File: config.mk
export PLATFORM = sky130hd
export DESIGN_NAME = issue_window
export DESIGN_NICKNAME = d
export VERILOG_FILES = /design/src/rtl/superscalar_pkg.sv /design/src/rtl/issue_window_group_check.sv /design/src/rtl/issue_window.sv
export SDC_FILE = /design/constraint.sdc
export NUM_CORES = 1
export LEC_CHECK = 0
export ABC_CLOCK_PERIOD_IN_PS = 8600
export CORE_MARGIN = 1.5
export CORE_UTILIZATION = 55
export DETAILED_ROUTE_END_ITERATION = 12
export GPL_TIMING_DRIVEN = 0
export PLACE_DENSITY = 0.76
export SYNTH_ARGS = -nofsm -noshare
export SYNTH_HDL_FRONTEND = slang
export SYNTH_SLANG_ARGS = --single-unit
File: constraint.sdc
create_clock -name clk -period 8.6 [get_ports clk]
set_input_delay 1.72 -clock clk [delete_from_list [all_inputs] [get_ports clk]]
set_output_delay 1.72 -clock clk [all_outputs]
set_load 0.1 [all_outputs]
File: src/rtl/superscalar_pkg.sv
// Shared types for the superscalar front end.
//   instr_meta_t : decoded instruction metadata carried from decode to execute
//   NUM_REGS     : architectural integer register count
//   is_mem()     : true for loads and stores
//   ends_group() : true for control-flow ops that close an issue group
package superscalar_pkg;

   localparam int unsigned NUM_REGS = 32;
   localparam int unsigned REG_W    = 5;

   typedef struct packed {
      logic [REG_W-1:0] rs1;
      logic [REG_W-1:0] rs2;
      logic [REG_W-1:0] rd;
      logic             is_load;
      logic             is_store;
      logic             is_branch;
      logic             is_jump;
      logic [31:0]      pc;
   } instr_meta_t;

   function automatic logic is_mem(input instr_meta_t m);
      return m.is_load | m.is_store;
   endfunction

   function automatic logic ends_group(input instr_meta_t m);
      return m.is_branch | m.is_jump;
   endfunction

endpackage

File: src/rtl/issue_window_group_check.sv
// Combinational in-order issue group former.
//   head     : the ISSUE_W oldest buffer entries, slot 0 oldest
//   present  : which of those slots hold a real entry
//   rs1_busy : scoreboard says the slot's rs1 is still waiting on a load
//   rs2_busy : same for rs2
//   group    : prefix-contiguous mask of slots that issue together
module issue_group_check
   import superscalar_pkg::*;
#(
   parameter int unsigned ISSUE_W = 2
) (
   input  instr_meta_t [ISSUE_W-1:0] head,
   input  logic        [ISSUE_W-1:0] present,
   input  logic        [ISSUE_W-1:0] rs1_busy,
   input  logic        [ISSUE_W-1:0] rs2_busy,
   output logic        [ISSUE_W-1:0] group
);

   // An older group member prevents the younger one from joining the group.
   function automatic logic pair_blocks(input instr_meta_t older, input instr_meta_t younger);
      logic raw;
      logic waw;
      raw = (older.rd != '0) && ((younger.rs1 == older.rd) || (younger.rs2 == older.rd));
      waw = (older.rd != '0) && (younger.rd == older.rd);
      return raw | waw | (is_mem(older) & is_mem(younger)) | ends_group(older);
   endfunction

   // Walk slots oldest first; the first blocked slot ends the group.
   always_comb begin : form_group
      logic chain;
      logic ok;
      group = '0;
      chain = 1'b1;
      ok    = 1'b0;
      for (int unsigned k = 0; k < ISSUE_W; k++) begin
         ok = chain && present[k] && !rs1_busy[k] && !rs2_busy[k];
         for (int unsigned j = 0; j < ISSUE_W; j++) begin
            if ((j < k) && pair_blocks(head[j], head[k])) ok = 1'b0;
         end
         group[k] = ok;
         chain    = ok;
      end
   end

endmodule

File: src/rtl/issue_window.sv
// In-order issue window between decode and execute.
//   clk, rst     : single clock, synchronous active-high reset
//   flush        : drop every buffered entry (scoreboard keeps in-flight loads)
//   in_valid     : prefix-contiguous per-slot push valid
//   in_instr     : decoded metadata per push slot, slot 0 oldest
//   in_ready     : a full ISSUE_W push fits this cycle
//   out_valid    : issue group mask over the head entries
//   out_instr    : the ISSUE_W head entries
//   out_ready    : execute takes every out_valid slot
//   stall_cycles : saturating count of cycles with work but nothing issuing
module issue_window
   import superscalar_pkg::*;
#(
   parameter int unsigned ISSUE_W  = 2,
   parameter int unsigned DEPTH    = 8,
   parameter int unsigned LOAD_LAT = 2
) (
   input  logic                      clk,
   input  logic                      rst,
   input  logic                      flush,
   input  logic        [ISSUE_W-1:0] in_valid,
   input  instr_meta_t [ISSUE_W-1:0] in_instr,
   output logic                      in_ready,
   output logic        [ISSUE_W-1:0] out_valid,
   output instr_meta_t [ISSUE_W-1:0] out_instr,
   input  logic                      out_ready,
   output logic        [31:0]        stall_cycles
);

   localparam int unsigned PTR_W  = $clog2(DEPTH);
   localparam int unsigned CNT_W  = PTR_W + 1;
   localparam int unsigned BUSY_W = $clog2(LOAD_LAT) + 1;
   localparam logic [CNT_W-1:0]  ROOM_LIMIT = CNT_W'(DEPTH - ISSUE_W);
   localparam logic [BUSY_W-1:0] BUSY_INIT  = BUSY_W'(LOAD_LAT - 1);

   instr_meta_t        mem [DEPTH];
   logic [PTR_W-1:0]   head;
   logic [PTR_W-1:0]   tail;
   logic [CNT_W-1:0]   count;
   logic [BUSY_W-1:0]  busy [NUM_REGS];

   logic [ISSUE_W-1:0] present;
   logic [ISSUE_W-1:0] rs1_busy;
   logic [ISSUE_W-1:0] rs2_busy;
   logic [CNT_W-1:0]   push_n;
   logic [CNT_W-1:0]   pop_n;
   logic               sb_set;
   logic [REG_W-1:0]   sb_rd;

   // Room check uses only the registered count, so a same-cycle pop never opens space.
   assign in_ready = (count <= ROOM_LIMIT);

   // Head view and scoreboard lookups; depends only on registered state.
   always_comb begin
      out_instr = '0;
      present   = '0;
      rs1_busy  = '0;
      rs2_busy  = '0;
      for (int unsigned k = 0; k < ISSUE_W; k++) begin
         out_instr[k] = mem[head + PTR_W'(k)];
         present[k]   = (count > CNT_W'(k));
         rs1_busy[k]  = (out_instr[k].rs1 != '0) && (busy[out_instr[k].rs1] != '0);
         rs2_busy[k]  = (out_instr[k].rs2 != '0) && (busy[out_instr[k].rs2] != '0);
      end
   end

   issue_group_check #(
      .ISSUE_W (ISSUE_W)
   ) u_group (
      .head     (out_instr),
      .present  (present),
      .rs1_busy (rs1_busy),
      .rs2_busy (rs2_busy),
      .group    (out_valid)
   );

   // Push/pop amounts and the (at most one) load issued this cycle.
   always_comb begin
      push_n = '0;
      pop_n  = '0;
      sb_set = 1'b0;
      sb_rd  = '0;
      for (int unsigned k = 0; k < ISSUE_W; k++) begin
         if (in_ready && in_valid[k]) push_n = push_n + CNT_W'(1);
         if (out_ready && out_valid[k]) begin
            pop_n = pop_n + CNT_W'(1);
            if (out_instr[k].is_load && (out_instr[k].rd != '0)) begin
               sb_set = 1'b1;
               sb_rd  = out_instr[k].rd;
            end
         end
      end
   end

   // Pointers and occupancy; flush behaves like an empty restart.
   always_ff @(posedge clk) begin
      if (rst) begin
         head  <= '0;
         tail  <= '0;
         count <= '0;
      end else if (flush) begin
         head  <= '0;
         tail  <= '0;
         count <= '0;
      end else begin
         head  <= head + PTR_W'(pop_n);
         tail  <= tail + PTR_W'(push_n);
         count <= count + push_n - pop_n;
      end
   end

   // Entry storage; contents are don't-care until count covers them.
   always_ff @(posedge clk) begin
      if (!rst && !flush && in_ready) begin
         for (int unsigned k = 0; k < ISSUE_W; k++) begin
            if (in_valid[k]) mem[tail + PTR_W'(k)] <= in_instr[k];
         end
      end
   end

   // Load-use scoreboard; a new load to the same rd wins over the countdown.
   always_ff @(posedge clk) begin
      if (rst) begin
         for (int unsigned r = 0; r < NUM_REGS; r++) busy[r] <= '0;
      end else begin
         for (int unsigned r = 0; r < NUM_REGS; r++) begin
            if (sb_set && (sb_rd == REG_W'(r))) busy[r] <= BUSY_INIT;
            else if (busy[r] != '0)            busy[r] <= busy[r] - BUSY_W'(1);
         end
      end
   end

   // Stall counter: entries waiting but the head cannot go.
   always_ff @(posedge clk) begin
      if (rst) begin
         stall_cycles <= '0;
      end else if ((count != '0) && !out_valid[0] && !flush && (stall_cycles != '1)) begin
         stall_cycles <= stall_cycles + 32'd1;
      end
   end

endmodule

==> impl_results.md <==
* Status: finished, final reports clean
* Drt first pass iters at 5
* Core Area at 56800 µm²
* RSZ-0062 raised after global routing: false
* Worst vdd ir at 179 µV
* Clk pin slew, worst setup/hold paths at 70 ps
* Worst Hold Class: flip-flop to flip-flop
* R2r startpoint: head[0]
* Worst Setup SP: head[0]
* Final wirelength at 101 mm
* GP Congestion at 0.966
* Post-Place Cells at 3341
* DRT antenna net count at 0
* Count of hold-fix buffers inserted at cts at 0
* Leak Pwr at 12.6 nW
* Number of synthesized flops with an enable pin at 470
* Worst slew pin tran at 1480 ps
* WP data required at 6880 ps
* Ys flop type: edfxtp_1
* Clk network pwr share at 28.8%
* Drt drc at 0
* Final period utilization at 94.6%
* Initial Util at 56.0%
* DR iter-0 viols at 2477
* Clk sink count at 512
* Overall Power at 8.73 mW
* Critical path fanouts, max at 10
* Synthesis-stage register bit count at 512
* Vias at 23200
* TritonCTS clock tree: built
* Syn nets at 2474
* Num rows at 87
* Most frequent cells in the layout: edfxtp_1, mux2_2, clkdlybuf4s50_1
* Initial antenna violation count at 11
* Post-synthesis async set-or-reset flop share at 0%
* Die height at 244 µm
* Global Route Usage Sum at 33.7%
* Share of cells above drive strength 1 at 33.0%
* CTS Buf Count at 56
* Flop pwr share at 36.1%
* Synth cell types at 99
* # port buffers at 244
* First-pass GRT wire length at 149 mm
* Fin crit period at 8140 ps
* Worst Setup Start Kind: flip-flop
* Power Internal at 5.52 mW
* Max Cap Violations at 0
* Fin. Hold Viols at 0
* Final setup violation count at 0
* Pwr/cell area at 232 nW/µm²
* Non-Filler Instances at 3450
* Routed WL per cell at 29.2 µm
* Syn_area_per_cell at 13.7 µm²
* Fin nets at 2799
* Clk_lat worst skew at 640 ps
* Hold path start: stall_cycles[10]
* Via-to-Cell Ratio at 6.71
* Sw Pwr at 3.21 mW
* Syn Inst Count at 2318
* Max Root-Sink Buffers at 3
* DPL Wire Length at 71.5 mm
* Power share of the combinational group at 35.0%
* Root buf cell: clkbuf_16
* Vias in the first global route at 23500
* Max_slew headroom at 1.29%
* Register area share after synthesis at 47.0%
* I/O pin count at 245
* Fmax at 123 MHz
* H-tree depth reported by CTS at 2
* Total gr overflow at 0
* Commonest non-fill, non-tap cell in the layout: edfxtp_1
* Worst clock skew at 34.1 ps
* Arr. time, crit path at 6420 ps
* CP Class: flip-flop to primary output
* Die area at 59300 µm²
* Sw frac at 36.7%
* CP Capture Type: primary output
* Die span in x at 244 µm
* Max Slew Vio Count at 0
* Post-layout util at 66.3%
* Area Overhead vs Synth at 18.5%
* Largest net degree at the start of global routing at 24
* Syn. warnings at 0
* Mapped Area at 31800 µm²
flip-flops by register name (all words and copies together), names as in the netlist:
signal / count
busy: 62
count: 4
head: 3
mem: 408
stall_cycles: 32
tail: 3
path summary, 6_finish.rpt:
check,to,slack [ps],depth (start not counted)
max reg2reg,count[3],1820,22
min reg2reg,stall_cycles[10],510,2
min,stall_cycles[10],510,2
max,out_valid[1],460,15
cells by family (layout without fill, tap and decap cells):
group / after synthesis / after routing / synth area share, %
AND/OR/NAND/NOR: 481 / 481 / 7.85
XOR/XNOR: 44 / 44 / 1.26
adder cells (fa/ha/maj): 48 / 48 / 1.98
multiplexers: 742 / 742 / 32.9
AO/OA/AOI/OAI: 215 / 215 / 5.09
other: 0 / 4 / 0
flip-flops: 512 / 512 / 47.0
buffers and inverters: 276 / 648 / 3.94
cell usage after synthesis (13+ instances only):
cell type | count | share of area, %
edfxtp_1 | 470 | 44
mux2_2 | 461 | 16
mux4_2 | 195 | 14
nand2_1 | 166 | 2.0
inv_1 | 112 | 1.3
nor2_1 | 108 | 1.3
mux2i_1 | 81 | 2.5
clkbuf_1 | 71 | 0.84
ha_1 | 44 | 1.7
dfxtp_1 | 42 | 2.6
nor3_1 | 41 | 0.65
o21ai_0 | 38 | 0.60
xnor2_1 | 35 | 0.96
a21oi_1 | 32 | 0.50
nand3_1 | 31 | 0.49
buf_1 | 30 | 0.35
buf_2 | 27 | 0.42
nor4_1 | 17 | 0.33
o211ai_1 | 17 | 0.40
nand4_1 | 15 | 0.29
and2_1 | 13 | 0.26
buf_4 | 13 | 0.31
buf_6 | 13 | 0.46
stage by stage:
step                      hold slack [ps]  TNS, ps  worst slack, ps  area [µm²]
final                                 510        0              463       37700
after global routing                  553        0              363       37700
after CTS                             514        0              317       37700
after global placement                485  -743540            -3870       35200
after detailed placement              504        0              979       35800
after floorplan                       574        0             1530       31800
critical path, stage by stage, from the launching register on:
cell and delay, ps:
dfxtp_1 420, buf_2 330, buf_4 290, buf_4 290, mux4_2 330, mux2i_1 520
buf_2 370, a211oi_1 120, a211oi_1 390, a2111oi_1 160, nor4_4 520, nand2_4 180
buf_6 210, nor4_1 680, buf_4 220, dlymetal6s2s_1 730
what timing repair did:
| action | 4_1_cts | 5_1_grt |
|---|---|---|
| resized for setup | 0 | 1 |
| setup endpoints to repair | 0 | 1 |
| setup buffers | 0 | 0 |
metal layers:
layer  global-route usage [%]  up-vias  share of wire [%]
li1                         -     9750                  -
met1                     41.9    11800                 36
met2                     57.0     1308                 49
met3                     6.08      313                8.9
met4                     16.6       14                5.1
met5                        0        -              0.092
cell type report:
| cell class | instances | area, µm² |
|---|---|---|
| inverters | 118 | 448 |
| plain buffers | 158 | 807 |
| clock inverters | 35 | 430 |
| fillers | 4102 | 19100 |
| repair buffers | 267 | 2940 |
| flip-flops and latches | 512 | 15000 |
| diodes | 4 | 10.0 |
| multi-input cells | 1530 | 15700 |
| well taps | 756 | 946 |
| clock buffers | 70 | 1450 |
power by group through the flow:
stage               clock network (mW)  registers, mW  logic (mW)
global route                      2.61           3.18        3.22
detailed placement                   0           3.20        3.01
floorplan                            0           3.18        2.12
global placement                     0           3.21        2.89
CTS                               2.52           3.15        3.02
finish                            2.52           3.15        3.06
Power figures use the tool's default switching activity.
